File: src/rtl/sram_1w1r_port_ctrl_if.sv
// ----------------------------------------------------------------------------
// sram_1w1r_port_ctrl_if: write/read request and read response bus. Rev 1.0
// ----------------------------------------------------------------------------
`default_nettype none

interface sram_1w1r_port_ctrl_if #(
  parameter int ADDR_WIDTH = 9,
  parameter int DATA_WIDTH = 41,
  parameter int NUM_WMASKS = 5
);
  logic                  wr_valid_i;
  logic                  wr_ready_o;
  logic [ADDR_WIDTH-1:0] wr_addr_i;
  logic [DATA_WIDTH-1:0] wr_data_i;
  logic [NUM_WMASKS-1:0] wr_mask_i;
  logic                  wr_spare_en_i;
  logic                  rd_valid_i;
  logic                  rd_ready_o;
  logic [ADDR_WIDTH-1:0] rd_addr_i;
  logic                  rsp_valid_o;
  logic                  rsp_ready_i;
  logic [DATA_WIDTH-1:0] rsp_data_o;

  modport master (
    output wr_valid_i, wr_addr_i, wr_data_i, wr_mask_i, wr_spare_en_i,
    output rd_valid_i, rd_addr_i, rsp_ready_i,
    input  wr_ready_o, rd_ready_o, rsp_valid_o, rsp_data_o
  );

  modport slave (
    input  wr_valid_i, wr_addr_i, wr_data_i, wr_mask_i, wr_spare_en_i,
    input  rd_valid_i, rd_addr_i, rsp_ready_i,
    output wr_ready_o, rd_ready_o, rsp_valid_o, rsp_data_o
  );
endinterface

`default_nettype wire

File: src/rtl/sram_1w1r_port_ctrl.sv
// ----------------------------------------------------------------------------
// sram_1w1r_port_ctrl: valid/ready front end for a 1W1R SRAM macro. Rev 1.0
// ----------------------------------------------------------------------------
`default_nettype none

module sram_1w1r_port_ctrl #(
  parameter int ADDR_WIDTH = 9,
  parameter int DATA_WIDTH = 41,
  parameter int NUM_WMASKS = 5,
  parameter int RESP_DEPTH = 2
) (
  input  logic                  clk_i,
  input  logic                  rst_i,
  sram_1w1r_port_ctrl_if.slave  bus,
  output logic                  sram_csb0_o,
  output logic [NUM_WMASKS-1:0] sram_wmask0_o,
  output logic                  sram_spare_wen0_o,
  output logic [ADDR_WIDTH-1:0] sram_addr0_o,
  output logic [DATA_WIDTH-1:0] sram_din0_o,
  output logic                  sram_csb1_o,
  output logic [ADDR_WIDTH-1:0] sram_addr1_o,
  input  logic [DATA_WIDTH-1:0] sram_dout1_i
);

  localparam int PTR_W = (RESP_DEPTH > 1) ? $clog2(RESP_DEPTH) : 1;
  localparam int CNT_W = $clog2(RESP_DEPTH + 1);
  localparam int OCC_W = CNT_W + 1;

  logic [DATA_WIDTH-1:0] mem_q [RESP_DEPTH];
  logic [DATA_WIDTH-1:0] mem_d [RESP_DEPTH];
  logic [PTR_W-1:0]      wptr_q, wptr_d;
  logic [PTR_W-1:0]      rptr_q, rptr_d;
  logic [CNT_W-1:0]      cnt_q, cnt_d;
  logic                  inflight_q, inflight_d;

  logic                  wr_acc;
  logic                  rd_acc;
  logic                  conflict;
  logic                  pop;
  logic [OCC_W-1:0]      occ;

  function automatic logic [PTR_W-1:0] ptr_inc(input logic [PTR_W-1:0] p);
    return (p == PTR_W'(RESP_DEPTH - 1)) ? '0 : p + PTR_W'(1);
  endfunction

  // A read only gets a credit if its response slot is guaranteed; a pop in
  // the same cycle releases one slot immediately.
  always_comb begin
    conflict         = bus.wr_valid_i & bus.rd_valid_i & (bus.wr_addr_i == bus.rd_addr_i);
    occ              = OCC_W'(cnt_q) + OCC_W'(inflight_q);
    bus.rsp_valid_o  = !rst_i & (cnt_q != '0);
    bus.rsp_data_o   = bus.rsp_valid_o ? mem_q[rptr_q] : '0;
    pop              = bus.rsp_valid_o & bus.rsp_ready_i;
    bus.wr_ready_o   = !rst_i;
    bus.rd_ready_o   = !rst_i & !conflict & ((occ < OCC_W'(RESP_DEPTH)) | pop);
    wr_acc           = bus.wr_valid_i & bus.wr_ready_o;
    rd_acc           = bus.rd_valid_i & bus.rd_ready_o;
  end

  always_comb begin
    sram_csb0_o       = !wr_acc;
    sram_wmask0_o     = wr_acc ? bus.wr_mask_i     : '0;
    sram_spare_wen0_o = wr_acc & bus.wr_spare_en_i;
    sram_addr0_o      = wr_acc ? bus.wr_addr_i     : '0;
    sram_din0_o       = wr_acc ? bus.wr_data_i     : '0;
    sram_csb1_o       = !rd_acc;
    sram_addr1_o      = rd_acc ? bus.rd_addr_i     : '0;
  end

  // Macro read data is only trusted in the cycle after an accepted read.
  always_comb begin
    mem_d      = mem_q;
    wptr_d     = wptr_q;
    rptr_d     = rptr_q;
    inflight_d = rd_acc;
    cnt_d      = cnt_q + CNT_W'(inflight_q) - CNT_W'(pop);
    if (inflight_q) begin
      mem_d[wptr_q] = sram_dout1_i;
      wptr_d        = ptr_inc(wptr_q);
    end
    if (pop) begin
      rptr_d = ptr_inc(rptr_q);
    end
  end

  always_ff @(posedge clk_i) begin
    if (rst_i) begin
      wptr_q     <= '0;
      rptr_q     <= '0;
      cnt_q      <= '0;
      inflight_q <= 1'b0;
    end else begin
      wptr_q     <= wptr_d;
      rptr_q     <= rptr_d;
      cnt_q      <= cnt_d;
      inflight_q <= inflight_d;
    end
  end

  always_ff @(posedge clk_i) begin
    mem_q <= mem_d;
  end

endmodule

`default_nettype wire
File: src/flat_wrapper.sv
// flat-port wrapper written by rule: the top's interface ports become plain ports
module sram_1w1r_port_ctrl_flat 
#(
  parameter int ADDR_WIDTH = 9,
  parameter int DATA_WIDTH = 41,
  parameter int NUM_WMASKS = 5,
  parameter int RESP_DEPTH = 2
)
  (clk_i, rst_i, sram_csb0_o, sram_wmask0_o, sram_spare_wen0_o, sram_addr0_o, sram_din0_o, sram_csb1_o, sram_addr1_o, sram_dout1_i, bus_wr_valid_i, bus_wr_addr_i, bus_wr_data_i, bus_wr_mask_i, bus_wr_spare_en_i, bus_rd_valid_i, bus_rd_addr_i, bus_rsp_ready_i, bus_wr_ready_o, bus_rd_ready_o, bus_rsp_valid_o, bus_rsp_data_o);
  sram_1w1r_port_ctrl_if #(.ADDR_WIDTH(ADDR_WIDTH), .DATA_WIDTH(DATA_WIDTH), .NUM_WMASKS(NUM_WMASKS)) bus_i ();
  input  logic clk_i;
  input  logic rst_i;
  output logic sram_csb0_o;
  output logic [NUM_WMASKS-1:0] sram_wmask0_o;
  output logic sram_spare_wen0_o;
  output logic [ADDR_WIDTH-1:0] sram_addr0_o;
  output logic [DATA_WIDTH-1:0] sram_din0_o;
  output logic sram_csb1_o;
  output logic [ADDR_WIDTH-1:0] sram_addr1_o;
  input  logic [DATA_WIDTH-1:0] sram_dout1_i;
  input wire logic [$bits(bus_i.wr_valid_i)-1:0] bus_wr_valid_i;
  input wire logic [$bits(bus_i.wr_addr_i)-1:0] bus_wr_addr_i;
  input wire logic [$bits(bus_i.wr_data_i)-1:0] bus_wr_data_i;
  input wire logic [$bits(bus_i.wr_mask_i)-1:0] bus_wr_mask_i;
  input wire logic [$bits(bus_i.wr_spare_en_i)-1:0] bus_wr_spare_en_i;
  input wire logic [$bits(bus_i.rd_valid_i)-1:0] bus_rd_valid_i;
  input wire logic [$bits(bus_i.rd_addr_i)-1:0] bus_rd_addr_i;
  input wire logic [$bits(bus_i.rsp_ready_i)-1:0] bus_rsp_ready_i;
  output wire logic [$bits(bus_i.wr_ready_o)-1:0] bus_wr_ready_o;
  output wire logic [$bits(bus_i.rd_ready_o)-1:0] bus_rd_ready_o;
  output wire logic [$bits(bus_i.rsp_valid_o)-1:0] bus_rsp_valid_o;
  output wire logic [$bits(bus_i.rsp_data_o)-1:0] bus_rsp_data_o;
  assign bus_i.wr_valid_i = bus_wr_valid_i;
  assign bus_i.wr_addr_i = bus_wr_addr_i;
  assign bus_i.wr_data_i = bus_wr_data_i;
  assign bus_i.wr_mask_i = bus_wr_mask_i;
  assign bus_i.wr_spare_en_i = bus_wr_spare_en_i;
  assign bus_i.rd_valid_i = bus_rd_valid_i;
  assign bus_i.rd_addr_i = bus_rd_addr_i;
  assign bus_i.rsp_ready_i = bus_rsp_ready_i;
  assign bus_wr_ready_o = bus_i.wr_ready_o;
  assign bus_rd_ready_o = bus_i.rd_ready_o;
  assign bus_rsp_valid_o = bus_i.rsp_valid_o;
  assign bus_rsp_data_o = bus_i.rsp_data_o;
  sram_1w1r_port_ctrl #(.ADDR_WIDTH(ADDR_WIDTH), .DATA_WIDTH(DATA_WIDTH), .NUM_WMASKS(NUM_WMASKS), .RESP_DEPTH(RESP_DEPTH)) u_core (.clk_i(clk_i), .rst_i(rst_i), .bus(bus_i), .sram_csb0_o(sram_csb0_o), .sram_wmask0_o(sram_wmask0_o), .sram_spare_wen0_o(sram_spare_wen0_o), .sram_addr0_o(sram_addr0_o), .sram_din0_o(sram_din0_o), .sram_csb1_o(sram_csb1_o), .sram_addr1_o(sram_addr1_o), .sram_dout1_i(sram_dout1_i));
endmodule
File: config.mk
export PLATFORM = sky130hd
export DESIGN_NAME = sram_1w1r_port_ctrl_flat
export DESIGN_NICKNAME = d
export VERILOG_FILES = /design/src/rtl/sram_1w1r_port_ctrl_if.sv /design/src/rtl/sram_1w1r_port_ctrl.sv /design/src/flat_wrapper.sv
export SDC_FILE = /design/constraint.sdc
export NUM_CORES = 1
export LEC_CHECK = 0
export CAP_MARGIN = 5
export CORE_MARGIN = 3
export CORE_UTILIZATION = 35
export DETAILED_ROUTE_END_ITERATION = 10
export PLACE_DENSITY = 0.82
export SYNTH_ARGS = -nofsm -noshare
export SYNTH_HDL_FRONTEND = slang
export SYNTH_SLANG_ARGS = --single-unit
File: constraint.sdc
create_clock -name clk_i -period 6 [get_ports clk_i]
set_input_delay 0.9 -clock clk_i [delete_from_list [all_inputs] [get_ports clk_i]]
set_output_delay 0.9 -clock clk_i [all_outputs]
set_load 0.05 [all_outputs]
==> run metrics <==
share of layout cells above drive strength 1=just under 5%; unrepaired setup endpoints after global routing=no; peak supply drop=0.0001764 V; Worst-path clk slew=~0.07 ns; status=completed; max_slew headroom=22.80%; Pleak=approximately 2.1 nW; final setup vio count=0; IO Port Bufs=221; Reg2Reg Depth=8; TritonCTS buffer count=9; total global-route track usage=18.27%; DRC viols=0; Mapped Area=0.003928 sq mm; # rows=38; area share of the largest cell type after synthesis=62.70%; Fill cells=between 800 and 900; Hold Path Stages=2; Setup TNS Final=0 ns; first-pass GRT wire length=17630 um; TritonCTS clock tree=built; Power Total=1.599 mW; Initial Utilization=36.07%; IO Pins=about 220; Required @ worst endpoint=5.10 ns; drt total wl=11680 um; post-route antenna net violation count=0; yosys warns=0; Antenna diodes=0; syn nets=403; die height=111.9 um; final core occ=58.99%; worst skew pair latency=0.34 ns; CTS sink count=87; Min-Delay Path Class=flop to flop; Resized Gates After CTS=0; via count=just under 3000; CTS H-tree depth=3; fin. max-slew vios=0; crit path DAT=approximately 3.5 ns; Worst Hold Endpoint=u_core.wptr_q; Final nets=620; initial antenna violation count=0; Pwr per Cell Area=248.9 mW/mm^2; Final period util=73.46%; Die W=between 100 and 150 um; TritonRoute pass-1 iters=4; FF-to-FF setup slack=approximately 3.7 ns; hold path start=u_core.inflight_q; Fin Clk Skew=roughly 0.011 ns; commonest non-fill, non-tap cell in the layout=clkdlybuf4s50_1; leading area contributor after synthesis=edfxtp_1; Syn Area/Cell=approximately 14 sq um; Root Buffer=clkbuf_8; Layout area overhead=63.52%; #FFs+latches synth=slightly below 90; GPL Wtd Cong=between 0.9 and 1; top post-synthesis cells by area=edfxtp_1 (63%), mux2i_1 (10%), and2_1 (9.1%); sequential area share after synthesis=between 60% and 70%; number of global-route vias before repair=3113; min Tclk post-route=4.408 ns; Post-CTS Hold Fix Bufs=0; Setup CP Type=primary input to output port; worst-path fanout max=32; Overflow after GRT=0; DR WL/cell=17.94 um; post-synthesis cell count=290; core area=0.01089 sq mm; Worst R2R End=u_core.cnt_q[1]; most frequent cells in the layout=clkdlybuf4s50_1 (221), edfxtp_1 (82), and2_1 (56); Post-CTS Setup Inserts=0; synth unique cells=27; largest net degree at the start of global routing=43; Vias/cell=4.559; Detailed Place HPWL=8895 um; Fin. Hold Viols=0; clk buf depth=2; Worst R2R Start=u_core.cnt_q[0]; startpoint types=primary input; Crit. End Element=output port; Peak Freq=0.2269 GHz; die area=0.01253 sq mm; drt initial violations=around 170; max-cap viol count=0; slew of the pin with the lowest slew margin=roughly 1.2 ns
==> per-layer routing <==
layer / vias up / share of wire (%) / global-route usage [%]
li1: 1438 / - / -
met4: 0 / 1.4 / 4.407
met2: 133 / 54 / 33.93
met1: 1384 / 38 / 20.50
met3: 13 / 7.2 / 5.435
met5: - / 0 / 0
==> state kept, by name, indices dropped and copies added, names as in the netlist <==
register / cells
u_core.mem_q: 82
u_core.cnt_q: 2
u_core.inflight_q: 1
u_core.rptr_q: 1
u_core.wptr_q: 1
==> how the worst max path moves through the flow <==
| stage | from | slack, ns | depth (start not counted) | to |
|---|---|---|---|---|
| 2_1_floorplan | rst_i | 2.50 | 4 | sram_addr1_o[0] |
| 3_5_place_dp | rst_i | 1.62 | 5 | sram_wmask0_o[4] |
| 3_3_place_gp | rst_i | 1.73 | 5 | sram_wmask0_o[4] |
| 4_1_cts | rst_i | 1.62 | 5 | sram_wmask0_o[4] |
| 6_report | rst_i | 1.59 | 5 | sram_wmask0_o[4] |
| 5_1_grt | rst_i | 1.42 | 5 | sram_wmask0_o[4] |
==> cell families (layout without fill, tap and decap cells) <==
| group | after synthesis | count (layout) | share of synthesized area (%) |
|---|---|---|---|
| AO/OA/AOI/OAI | 4 | 4 | 0.8601 |
| XOR/XNOR | 13 | 13 | 3.090 |
| adder cells (fa/ha/maj) | 2 | 2 | 0.6370 |
| buffers and inverters | 22 | 243 | 2.899 |
| flip-flops | 87 | 87 | 65.24 |
| multiplexers | 41 | 41 | 10.45 |
| AND/OR/NAND/NOR | 121 | 121 | 16.82 |
==> power breakdown <==
| part | internal (mW) | switching (mW) |
|---|---|---|
| clock network | 0.187 | 0.182 |
| logic | 0.204 | 0.314 |
| registers | 0.699 | 0.0113 |
==> area by class of cell <==
type,instances,area (sq um),area share (%)
Clock inverter,5,50.05,0.7793
Clock buffer,10,127.6,1.987
Sequential cell,87,2564,39.92
Multi-Input combinational cell,181,1260,19.62
Tap cell,140,175.2,2.727
Inverter,5,18.77,0.2922
Timing Repair Buffer,223,2227,34.68
==> cells in the mapped netlist (all sizes together) <==
library cell,number
edfxtp,82
and2,58
nor2,46
mux2i,41
buf,12
xnor2,12
nor3b,9
clkbuf,5
dfxtp,5
inv,5
nor2b,3
ha,2
nand4,2
o21ai,2
a21oi,1
nand3,1
nor3,1
o211ai,1
or2,1
xor2,1
==> critical path, stage by stage <==
cell             delay, ns
clkdlybuf4s50_1       0.57
nor2b_2               0.65
buf_4                 0.38
and2_1                0.16
clkdlybuf4s50_1       0.83
==> stage by stage <==
stage	area, sq um	setup WS [ns]	std cells	hold WS, ns
after detailed placement	6245	1.623	636	0.5700
after CTS	6422	1.617	651	0.5843
after global routing	6422	1.418	651	0.6154
after global placement	6245	1.732	636	0.5617
final	6422	1.593	651	0.5746
after floorplan	3928	2.497	290	0.4983
No activity file was read; power rests on OpenSTA's default activity.
